[src/rtl/operand_fetch_stage.sv]
// operand_fetch_stage
//   Decode-side operand stage wrapped around a synchronous-read register
//   file. Drives the RF read addresses, captures the registered read data a
//   cycle later, corrects it for same-edge writeback and in-flight results,
//   detects load-use hazards and offers operands to execute over valid/ready.
//
//   Build option: OPS_FWD_EN
//     defined   - MEM-stage ALU results are forwarded; only loads in EX/MEM
//                 cause a hazard.
//     undefined - no MEM forwarding; any EX/MEM destination match hazards.
//
// Ports
//   CLK, RST_N                     clock, async active-low reset
//   DEC_VALID/DEC_ADR1/DEC_ADR2    decode offer of source addresses
//   DEC_READY                      stage accepts the offer this cycle
//   RF_ADR1/RF_ADR2                RF read addresses
//   RF_RS1/RF_RS2                  RF registered read data
//   WB_EN/WB_WA/WB_WD              writeback (also the RF write port)
//   MEM_EN/MEM_WA/MEM_WD/MEM_IS_LOAD  MEM-stage destination info
//   EX_EN/EX_WA/EX_IS_LOAD         EX-stage destination info
//   FLUSH                          discard held and incoming instruction
//   EX_READY                       execute accepts operands
//   OP_VALID/OP_ADR1/OP_ADR2/OP_RS1/OP_RS2  operand bundle to execute
module operand_fetch_stage #(
    parameter int unsigned XLEN   = 32,
    parameter int unsigned REG_AW = 5
) (
    input  logic              CLK,
    input  logic              RST_N,
    input  logic              DEC_VALID,
    input  logic [REG_AW-1:0] DEC_ADR1,
    input  logic [REG_AW-1:0] DEC_ADR2,
    output logic              DEC_READY,
    output logic [REG_AW-1:0] RF_ADR1,
    output logic [REG_AW-1:0] RF_ADR2,
    input  logic [XLEN-1:0]   RF_RS1,
    input  logic [XLEN-1:0]   RF_RS2,
    input  logic              WB_EN,
    input  logic [REG_AW-1:0] WB_WA,
    input  logic [XLEN-1:0]   WB_WD,
    input  logic              MEM_EN,
    input  logic [REG_AW-1:0] MEM_WA,
    input  logic [XLEN-1:0]   MEM_WD,
    input  logic              MEM_IS_LOAD,
    input  logic              EX_EN,
    input  logic [REG_AW-1:0] EX_WA,
    input  logic              EX_IS_LOAD,
    input  logic              FLUSH,
    input  logic              EX_READY,
    output logic              OP_VALID,
    output logic [REG_AW-1:0] OP_ADR1,
    output logic [REG_AW-1:0] OP_ADR2,
    output logic [XLEN-1:0]   OP_RS1,
    output logic [XLEN-1:0]   OP_RS2
);

    typedef enum logic [1:0] {
        S_EMPTY,
        S_FULL,
        S_STALL
    } state_t;

    state_t            state_q, state_d;
    logic [REG_AW-1:0] adr1_q, adr1_d, adr2_q, adr2_d;
    logic              byp1_q, byp1_d, byp2_q, byp2_d;
    logic [XLEN-1:0]   bypd1_q, bypd1_d, bypd2_q, bypd2_d;

    logic ex_haz_en, mem_haz_en, mem_fwd_en;
    logic haz1, haz2, hazard;
    logic op_valid, dec_ready;

`ifdef OPS_FWD_EN
    assign ex_haz_en  = EX_EN & EX_IS_LOAD;
    assign mem_haz_en = MEM_EN & MEM_IS_LOAD;
    assign mem_fwd_en = MEM_EN & ~MEM_IS_LOAD;
`else
    logic unused_nofwd;
    assign unused_nofwd = EX_IS_LOAD ^ MEM_IS_LOAD;
    assign ex_haz_en    = EX_EN;
    assign mem_haz_en   = MEM_EN;
    assign mem_fwd_en   = 1'b0;
`endif

    // Newest architectural value of one source, in forwarding priority order.
    function automatic logic [XLEN-1:0] resolve(
        input logic [REG_AW-1:0] adr,
        input logic              fwd_en,
        input logic [REG_AW-1:0] mem_wa,
        input logic [XLEN-1:0]   mem_wd,
        input logic              wb_en,
        input logic [REG_AW-1:0] wb_wa,
        input logic [XLEN-1:0]   wb_wd,
        input logic              byp,
        input logic [XLEN-1:0]   byp_data,
        input logic [XLEN-1:0]   rf_data
    );
        if (adr == '0)                    return '0;
        else if (fwd_en && mem_wa == adr) return mem_wd;
        else if (wb_en && wb_wa == adr)   return wb_wd;
        else if (byp)                     return byp_data;
        else                              return rf_data;
    endfunction

    assign haz1 = (adr1_q != '0) &
                  ((ex_haz_en & (EX_WA == adr1_q)) | (mem_haz_en & (MEM_WA == adr1_q)));
    assign haz2 = (adr2_q != '0) &
                  ((ex_haz_en & (EX_WA == adr2_q)) | (mem_haz_en & (MEM_WA == adr2_q)));
    assign hazard = haz1 | haz2;

    assign op_valid  = (state_q != S_EMPTY) & ~hazard;
    assign dec_ready = (state_q == S_EMPTY) | (op_valid & EX_READY);

    // While holding, re-read the held addresses so RF data tracks new writes.
    assign RF_ADR1 = dec_ready ? DEC_ADR1 : adr1_q;
    assign RF_ADR2 = dec_ready ? DEC_ADR2 : adr2_q;

    always_comb begin
        state_d = state_q;
        adr1_d  = adr1_q;
        adr2_d  = adr2_q;
        if (FLUSH) begin
            state_d = S_EMPTY;
        end else if (DEC_VALID && dec_ready) begin
            state_d = S_FULL;
            adr1_d  = DEC_ADR1;
            adr2_d  = DEC_ADR2;
        end else if (op_valid && EX_READY) begin
            state_d = S_EMPTY;
        end else if (state_q != S_EMPTY) begin
            state_d = hazard ? S_STALL : S_FULL;
        end
    end

    // The RF returns the pre-write value when read and written on the same
    // edge, so remember the written data for the following cycle.
    always_comb begin
        byp1_d  = WB_EN & (WB_WA == RF_ADR1) & (RF_ADR1 != '0);
        byp2_d  = WB_EN & (WB_WA == RF_ADR2) & (RF_ADR2 != '0);
        bypd1_d = byp1_d ? WB_WD : bypd1_q;
        bypd2_d = byp2_d ? WB_WD : bypd2_q;
    end

    always_ff @(posedge CLK or negedge RST_N) begin
        if (!RST_N) begin
            state_q <= S_EMPTY;
            adr1_q  <= '0;
            adr2_q  <= '0;
            byp1_q  <= 1'b0;
            byp2_q  <= 1'b0;
            bypd1_q <= '0;
            bypd2_q <= '0;
        end else begin
            state_q <= state_d;
            adr1_q  <= adr1_d;
            adr2_q  <= adr2_d;
            byp1_q  <= byp1_d;
            byp2_q  <= byp2_d;
            bypd1_q <= bypd1_d;
            bypd2_q <= bypd2_d;
        end
    end

    assign DEC_READY = dec_ready;
    assign OP_VALID  = op_valid;
    assign OP_ADR1   = adr1_q;
    assign OP_ADR2   = adr2_q;
    assign OP_RS1    = resolve(adr1_q, mem_fwd_en, MEM_WA, MEM_WD, WB_EN, WB_WA, WB_WD,
                               byp1_q, bypd1_q, RF_RS1);
    assign OP_RS2    = resolve(adr2_q, mem_fwd_en, MEM_WA, MEM_WD, WB_EN, WB_WA, WB_WD,
                               byp2_q, bypd2_q, RF_RS2);

endmodule

[config.mk]
export PLATFORM = sky130hd
export DESIGN_NAME = operand_fetch_stage
export DESIGN_NICKNAME = d
export VERILOG_FILES = /design/src/rtl/operand_fetch_stage.sv
export SDC_FILE = /design/constraint.sdc
export NUM_CORES = 1
export LEC_CHECK = 0
export ABC_AREA = 1
export BUFFER_PORTS_ARGS = -buffer_cell sky130_fd_sc_hd__buf_2
export CORE_MARGIN = 1.5
export CORE_UTILIZATION = 30
export CTS_CLUSTER_DIAMETER = 120
export DETAILED_ROUTE_END_ITERATION = 7
export PLACE_DENSITY_LB_ADDON = 0.08
export SLEW_MARGIN = 20
export SYNTH_ARGS = -nofsm -noshare
export SYNTH_HDL_FRONTEND = slang
export SYNTH_SLANG_ARGS = --single-unit
[constraint.sdc]
create_clock -name CLK -period 2.25 [get_ports CLK]
set_input_delay 0.45 -clock CLK [delete_from_list [all_inputs] [get_ports CLK]]
set_output_delay 0.45 -clock CLK [all_outputs]
set_load 0.005 [all_outputs]
==> metrics, run 1 <==
Power Dens Cells=roughly 700 nW/um^2; reg-to-reg setup timing slack=-350 ps; number of remaining DRC errors=0; post-route cell area=slightly below 10000 sq um; max-cap check violation count=0; WHS=27.6 ps; Die Area=roughly 19000 sq um; Post-DP Area=7440 sq um; CP arrival=~2200 ps; worst-margin pin slew=393 ps; Ports=about 250; f_max=~380 MHz; outcome=finished, violations left; via/cell ratio=slightly above 5; Leak=between 5 and 6 nW; Detailed Routing Iterations Pass 1=5; Clk pin slew, worst setup/hold paths=approximately 60 ps; CTS buffer count=9; # setup viols final=143; share of layout cells above drive strength 1=0.526; grt ovf=0; largest net degree at the start of global routing=35; Syn Inst Count=roughly 840; port bufs=around 210; total global-route track usage=0.251; root buffer selected by CTS=clkbuf_16; ANT nets after route=0; Worst-Skew Late Latency=about 350 ps; CTS tree=yes; wire per inst=18.4 um; final setup margin=-389 ps; critical-path maximum fanout=10; syn_nets=between 900 and 1000; antenna violations before repair=2; CTS HTree Levels=3; crit share post-route=1.17; yosys synthesis warning count=0; setup tns final=-40940 ps; Die X=approximately 140 um; maximum vdd drop=401 uV; DP HPWL=around 15 mm; RSZ-0062 raised after global routing=true; Fin. Hold Viols=0; Fill cells=1758; register area share after synthesis=0.355; Slew Viols, Final=0; HP Class=input pin to async pin; final core occ=0.550; failing checks=setup timing; #FFs+latches synth=78; 1st-iter DRT viols=roughly 400; CTS Hold Buffers Added=0; Critical Path RT=approximately 1800 ps; clock net sink count=78; mapped cell area=5500 sq um; count of cell types in the netlist=28; Relative slew margins=0.738; Worst Setup End Kind=output port; final net count=between 1000 and 1500; # rows=between 40 and 50; Die Y=138 um; vias=7215; Mean Syn Cell Area=about 6.6 sq um; first-pass GRT wire length=~38 mm; startpoint types=register; CORE AREA=18000 sq um; critical path type=register to output port; Area growth, synth to finish=79.9%; final wirelength=between 20 and 30 mm; vias in the first global route=6670; Routability Congestion=0.849; Initial Util=0.306; Final Skew=about 6.8 ps; CTS max path bufs=2; Period minus WS final=approximately 2600 ps
==> stage by stage <==
step | total power [mW] | setup slack, ps | std cells
after floorplan | 3.41 | 148 | 836
after global placement | 4.46 | -227 | 1313
after detailed placement | 4.49 | -275 | 1313
after CTS | 6.58 | -357 | 1374
after global routing | 7.43 | -495 | 1388
final | 7.02 | -389 | 1389
==> worst max-delay path, cell delays in order, from the launching register on <==
cell       delay, ps
dfrtp_2          450
buf_6            140
xor2_2           130
nor3_2           240
o2111ai_4        140
buf_12           190
buf_16           160
a311oi_2         200
buf_2            180
==> cell type report <==
type	count	area [sq um]	share of cell area
Antenna cell	2	5.00	0.000506
Clock buffer	10	239	0.0242
Clock inverter	5	33.8	0.00342
Inverter	39	159	0.0161
Multi-Input combinational cell	662	3990	0.403
Sequential cell	78	1960	0.198
Tap cell	229	287	0.0290
Timing Repair Buffer	364	3220	0.325
==> cell families (layout without fill, tap and decap cells) <==
| group | count (synthesis) | after routing | synth area share |
|---|---|---|---|
| other cells | 0 | 2 | 0 |
| compound gates | 142 | 142 | 0.154 |
| flops | 78 | 78 | 0.355 |
| buf+inv | 96 | 418 | 0.0847 |
| simple gates | 518 | 518 | 0.403 |
| xor+xnor | 2 | 2 | 0.00319 |
==> cells in the mapped netlist <==
library cell | number | share of area
o21ai_1 | 1 | 0.00091
nand2_1 | 360 | 0.25
a21oi_1 | 11 | 0.010
nor2_4 | 4 | 0.0082
nand3_1 | 65 | 0.059
inv_1 | 28 | 0.019
o22ai_1 | 4 | 0.0046
xor2_1 | 2 | 0.0032
o21a_1 | 1 | 0.0014
a311oi_1 | 10 | 0.016
nand3_4 | 2 | 0.0064
buf_6 | 10 | 0.020
a31oi_1 | 54 | 0.061
nor2_2 | 2 | 0.0023
dfrtp_1 | 78 | 0.36
a221oi_1 | 2 | 0.0032
nor2_1 | 39 | 0.027
nand2_2 | 9 | 0.010
buf_4 | 5 | 0.0068
o21ai_0 | 57 | 0.052
inv_2 | 11 | 0.0075
buf_2 | 9 | 0.0082
o21bai_4 | 1 | 0.0034
nand4_1 | 34 | 0.039
nand4_2 | 2 | 0.0046
nor3_1 | 1 | 0.00091
o2111ai_1 | 1 | 0.0016
clkbuf_1 | 33 | 0.023
==> metal layers <==
metal | global-route usage | part of all wire
met1 | 0.348 | 0.45
met5 | 0 | 0
met3 | 0.0391 | 0.056
met2 | 0.412 | 0.48
met4 | 0.0560 | 0.011
==> report_power, final <==
part           total (mW)  internal [mW]  switching [mW]
clock network        1.41          0.772           0.638
registers            2.44           1.98           0.464
logic                3.17           1.62            1.54
total                7.02           4.37            2.64
==> what timing repair did <==
| item | 4_1_cts | 5_1_grt |
|---|---|---|
| hold endpoints to repair | 0 | 0 |
| cloned | 17 | 11 |
| setup buffers | 34 | 11 |
| pin swaps | 43 | 75 |
| endpoints found under the setup margin | 142 | 153 |
| resized for setup | 210 | 185 |
==> registers in the layout, indices dropped and copies added (netlist names) <==
signal	count
OP_ADR1	5
OP_ADR2	5
byp1_q	1
byp2_q	1
bypd1_q	32
bypd2_q	32
state_q	2
==> path summary, 6_finish.rpt <==
check / start / to / depth (start not counted)
max in group asynchronous: RST_N / OP_ADR1[2] / 2
worst max-delay path: OP_ADR1[2] / OP_RS1[23] / 8
worst max register to register: OP_ADR2[4] / bypd1_q[19] / 21
min in group CLK: WB_WD[22] / bypd2_q[22] / 3
worst min register to register: bypd1_q[3] / bypd1_q[3] / 2
worst min-delay path: RST_N / bypd2_q[4] / 1
==> layout by cell type (no fill, tap or decap), types with 2 or more instances in the layout <==
master	Yosys	layout
a21oi_1	11	5
a21oi_2	0	5
a221oi_2	0	2
a311oi_2	0	10
a31oi_1	54	54
buf_12	0	26
buf_16	0	15
buf_2	9	203
buf_4	5	61
buf_6	10	41
buf_8	0	9
clkbuf_16	0	17
clkbuf_8	0	2
clkinv_2	0	2
clkinv_4	0	2
clkinvlp_4	0	2
dfrtp_1	78	72
dfrtp_2	0	6
diode_2	0	2
inv_1	28	24
inv_2	11	12
nand2_1	360	262
nand2_2	9	73
nand2_4	0	33
nand3_1	65	38
nand3_2	0	25
nand3_4	2	4
nand4_1	34	34
nand4_2	2	2
nor2_1	39	22
nor2_2	2	8
nor2_4	4	15
o21ai_1	1	32
o21ai_2	0	25
o22ai_1	4	3
No activity file was read; power rests on OpenSTA's default activity.
==> inputs of run 2 (changes only) <==
--- a/config.mk
+++ b/config.mk
@@ -12,6 +12,7 @@
 export CTS_CLUSTER_DIAMETER = 120
 export DETAILED_ROUTE_END_ITERATION = 7
 export PLACE_DENSITY_LB_ADDON = 0.08
+export REMOVE_ABC_BUFFERS = 1
 export SLEW_MARGIN = 20
 export SYNTH_ARGS = -nofsm -noshare
 export SYNTH_HDL_FRONTEND = slang
==> metrics, run 2 (same netlist as run 1, synthesis figures left out) <==
outcome=finished, violations left; failing checks=setup timing; CTS buffer count=9; HP Class=input pin to async pin; CP max stage delay=about 400 ps; DP HPWL=about 15 mm; final setup margin=-435 ps; worst r2r dst=bypd1_q[9]; antenna violations before repair=0; Die Area=~19000 sq um; Period minus WS final=between 2000 and 3000 ps; vias in the first global route=around 7000; final non-filler cell total=roughly 1400; Initial Util=0.306; Ports=around 250; first-pass GRT wire length=approximately 39 mm; critical path type=register to output port; placed cell count=1315; CTS HTree Levels=3; Worst-Skew Late Latency=350 ps; largest net degree at the start of global routing=between 70 and 80; Area growth, synth to finish=79.2%; most common cell after layout, fill and taps aside=nand2_1; RSZ-0062 raised after global routing=true; share of layout cells above drive strength 1=0.519; R2R depth=21; # setup viols final=141; vias=between 7000 and 8000; Slew Viols, Final=0; most frequent cells in the layout=nand2_1 (259), buf_2 (206), dfrtp_1 (75), buf_4 (74), nand2_2 (66); Power Dens Cells=~730 nW/um^2; ANT nets after route=0; Routability Congestion=0.871; critical-path cell list=buf_4 > nor2_1 > nand4_2 > nand2_4 > nand2_4 > o21bai_4 > buf_6 > buf_6 > nand2_4 > nand2_2 > buf_2; CORE AREA=around 18000 sq um; ANT cells=0; Detailed Routing Iterations Pass 1=5; crit share post-route=1.19; max-cap check violation count=0; via/cell ratio=a little over 5; Die Y=around 140 um; port bufs=between 200 and 250; grt ovf=0; maximum vdd drop=between 400 and 500 uV; CTS Hold Buffers Added=0; WHS=roughly 100 ps; wire per inst=between 15 and 20 um; # rows=49; final wirelength=roughly 26 mm; Leak=around 5.1 nW; Critical Path RT=1800 ps; total global-route track usage=0.258; root buffer selected by CTS=clkbuf_16; f_max=approximately 370 MHz; Slowest-stage cell, CP=dfrtp_1; CP most frequent cell=nand2_4; reg-to-reg setup timing slack=-390 ps; final net count=~1300; Die X=138 um; Top Registers=bypd1_q: 32 flops, bypd2_q: 32 flops; CTS max path bufs=2; critical-path maximum fanout=6; Worst Setup End Kind=output port; Final Skew=about 6.8 ps; 1st-iter DRT viols=around 390; Relative slew margins=0.674; clock net sink count=78; Design Power=between 7 and 8 mW; Clk pin slew, worst setup/hold paths=70 ps; Fin. Hold Viols=0; CP arrival=around 2200 ps; startpoint types=register; number of remaining DRC errors=0; CTS tree=yes; worst-margin pin slew=about 500 ps; reg2reg start=OP_ADR1[3]
-- run 2: cell types whose count changed in the layout (fill, tap and decap cells not counted), sizes merged --
cell	change
bufinv	+2
clkinv	-3
inv	+2
diode	-2
buf	+7
clkbuf	-1
-- run 2: how the worst max path moves through the flow --
stage | end | slack, ps | from
after floorplan | OP_RS1[0] | -1240 | WB_WA[3]
after global placement | bypd1_q[11] | -280 | MEM_WA[4]
after detailed placement | bypd1_q[11] | -260 | MEM_WA[4]
after CTS | bypd2_q[10] | -410 | OP_ADR1[3]
after global routing | RF_ADR2[3] | -530 | OP_ADR2[2]
final | RF_ADR1[4] | -430 | OP_ADR2[2]
-- run 2: timing repair --
action	in CTS	in global routing
resized for setup	255	146
setup endpoints to repair	142	152
gates cloned	17	9
pin swaps	41	57
setup buffers	38	17
-- run 2: per-layer routing --
| metal | global-route usage | wire, um | vias up |
|---|---|---|---|
| li1 | - | - | 3490 |
| met1 | 0.362 | 12100 | 3437 |
| met2 | 0.408 | 12100 | 248 |
| met3 | 0.0350 | 1410 | 36 |
| met4 | 0.0870 | 575 | 0 |
| met5 | 0 | 0 | - |
-- run 2: where the power goes --
group          total (mW)  switching (mW)  internal (mW)
clock network        1.65           0.671          0.983
registers            2.42           0.448           1.97
logic                3.14            1.55           1.59
-- run 2: critical path: cells and delay by family, from the launching register on --
kind                   cells  cell delay, ps
AOI/OAI and AO/OA          1             290
DFF                        1             400
buffers and inverters      4             570
and+or+nand+nor            6             610
-- run 2: final cells by class --
cell class	instances	area (sq um)
fill	1753	8110
multi-input combinational	662	4060
timing repair buffer	370	3080
sequential	78	1960
tap	229	287
clock buffer	10	229
inverter	39	149
clock inverter	6	95.1
-- run 2: stage by stage --
step                      utilization  cell area [sq um]  setup TNS (ps)  worst slack (ps)
final                           0.549               9850          -46960              -435
after global routing            0.549               9850          -62110              -534
after CTS                       0.515               9260          -46840              -408
after detailed placement        0.410               7360          -19230              -256
after global placement          0.410               7360          -20950              -282
after floorplan                     -               5180         -113590             -1240
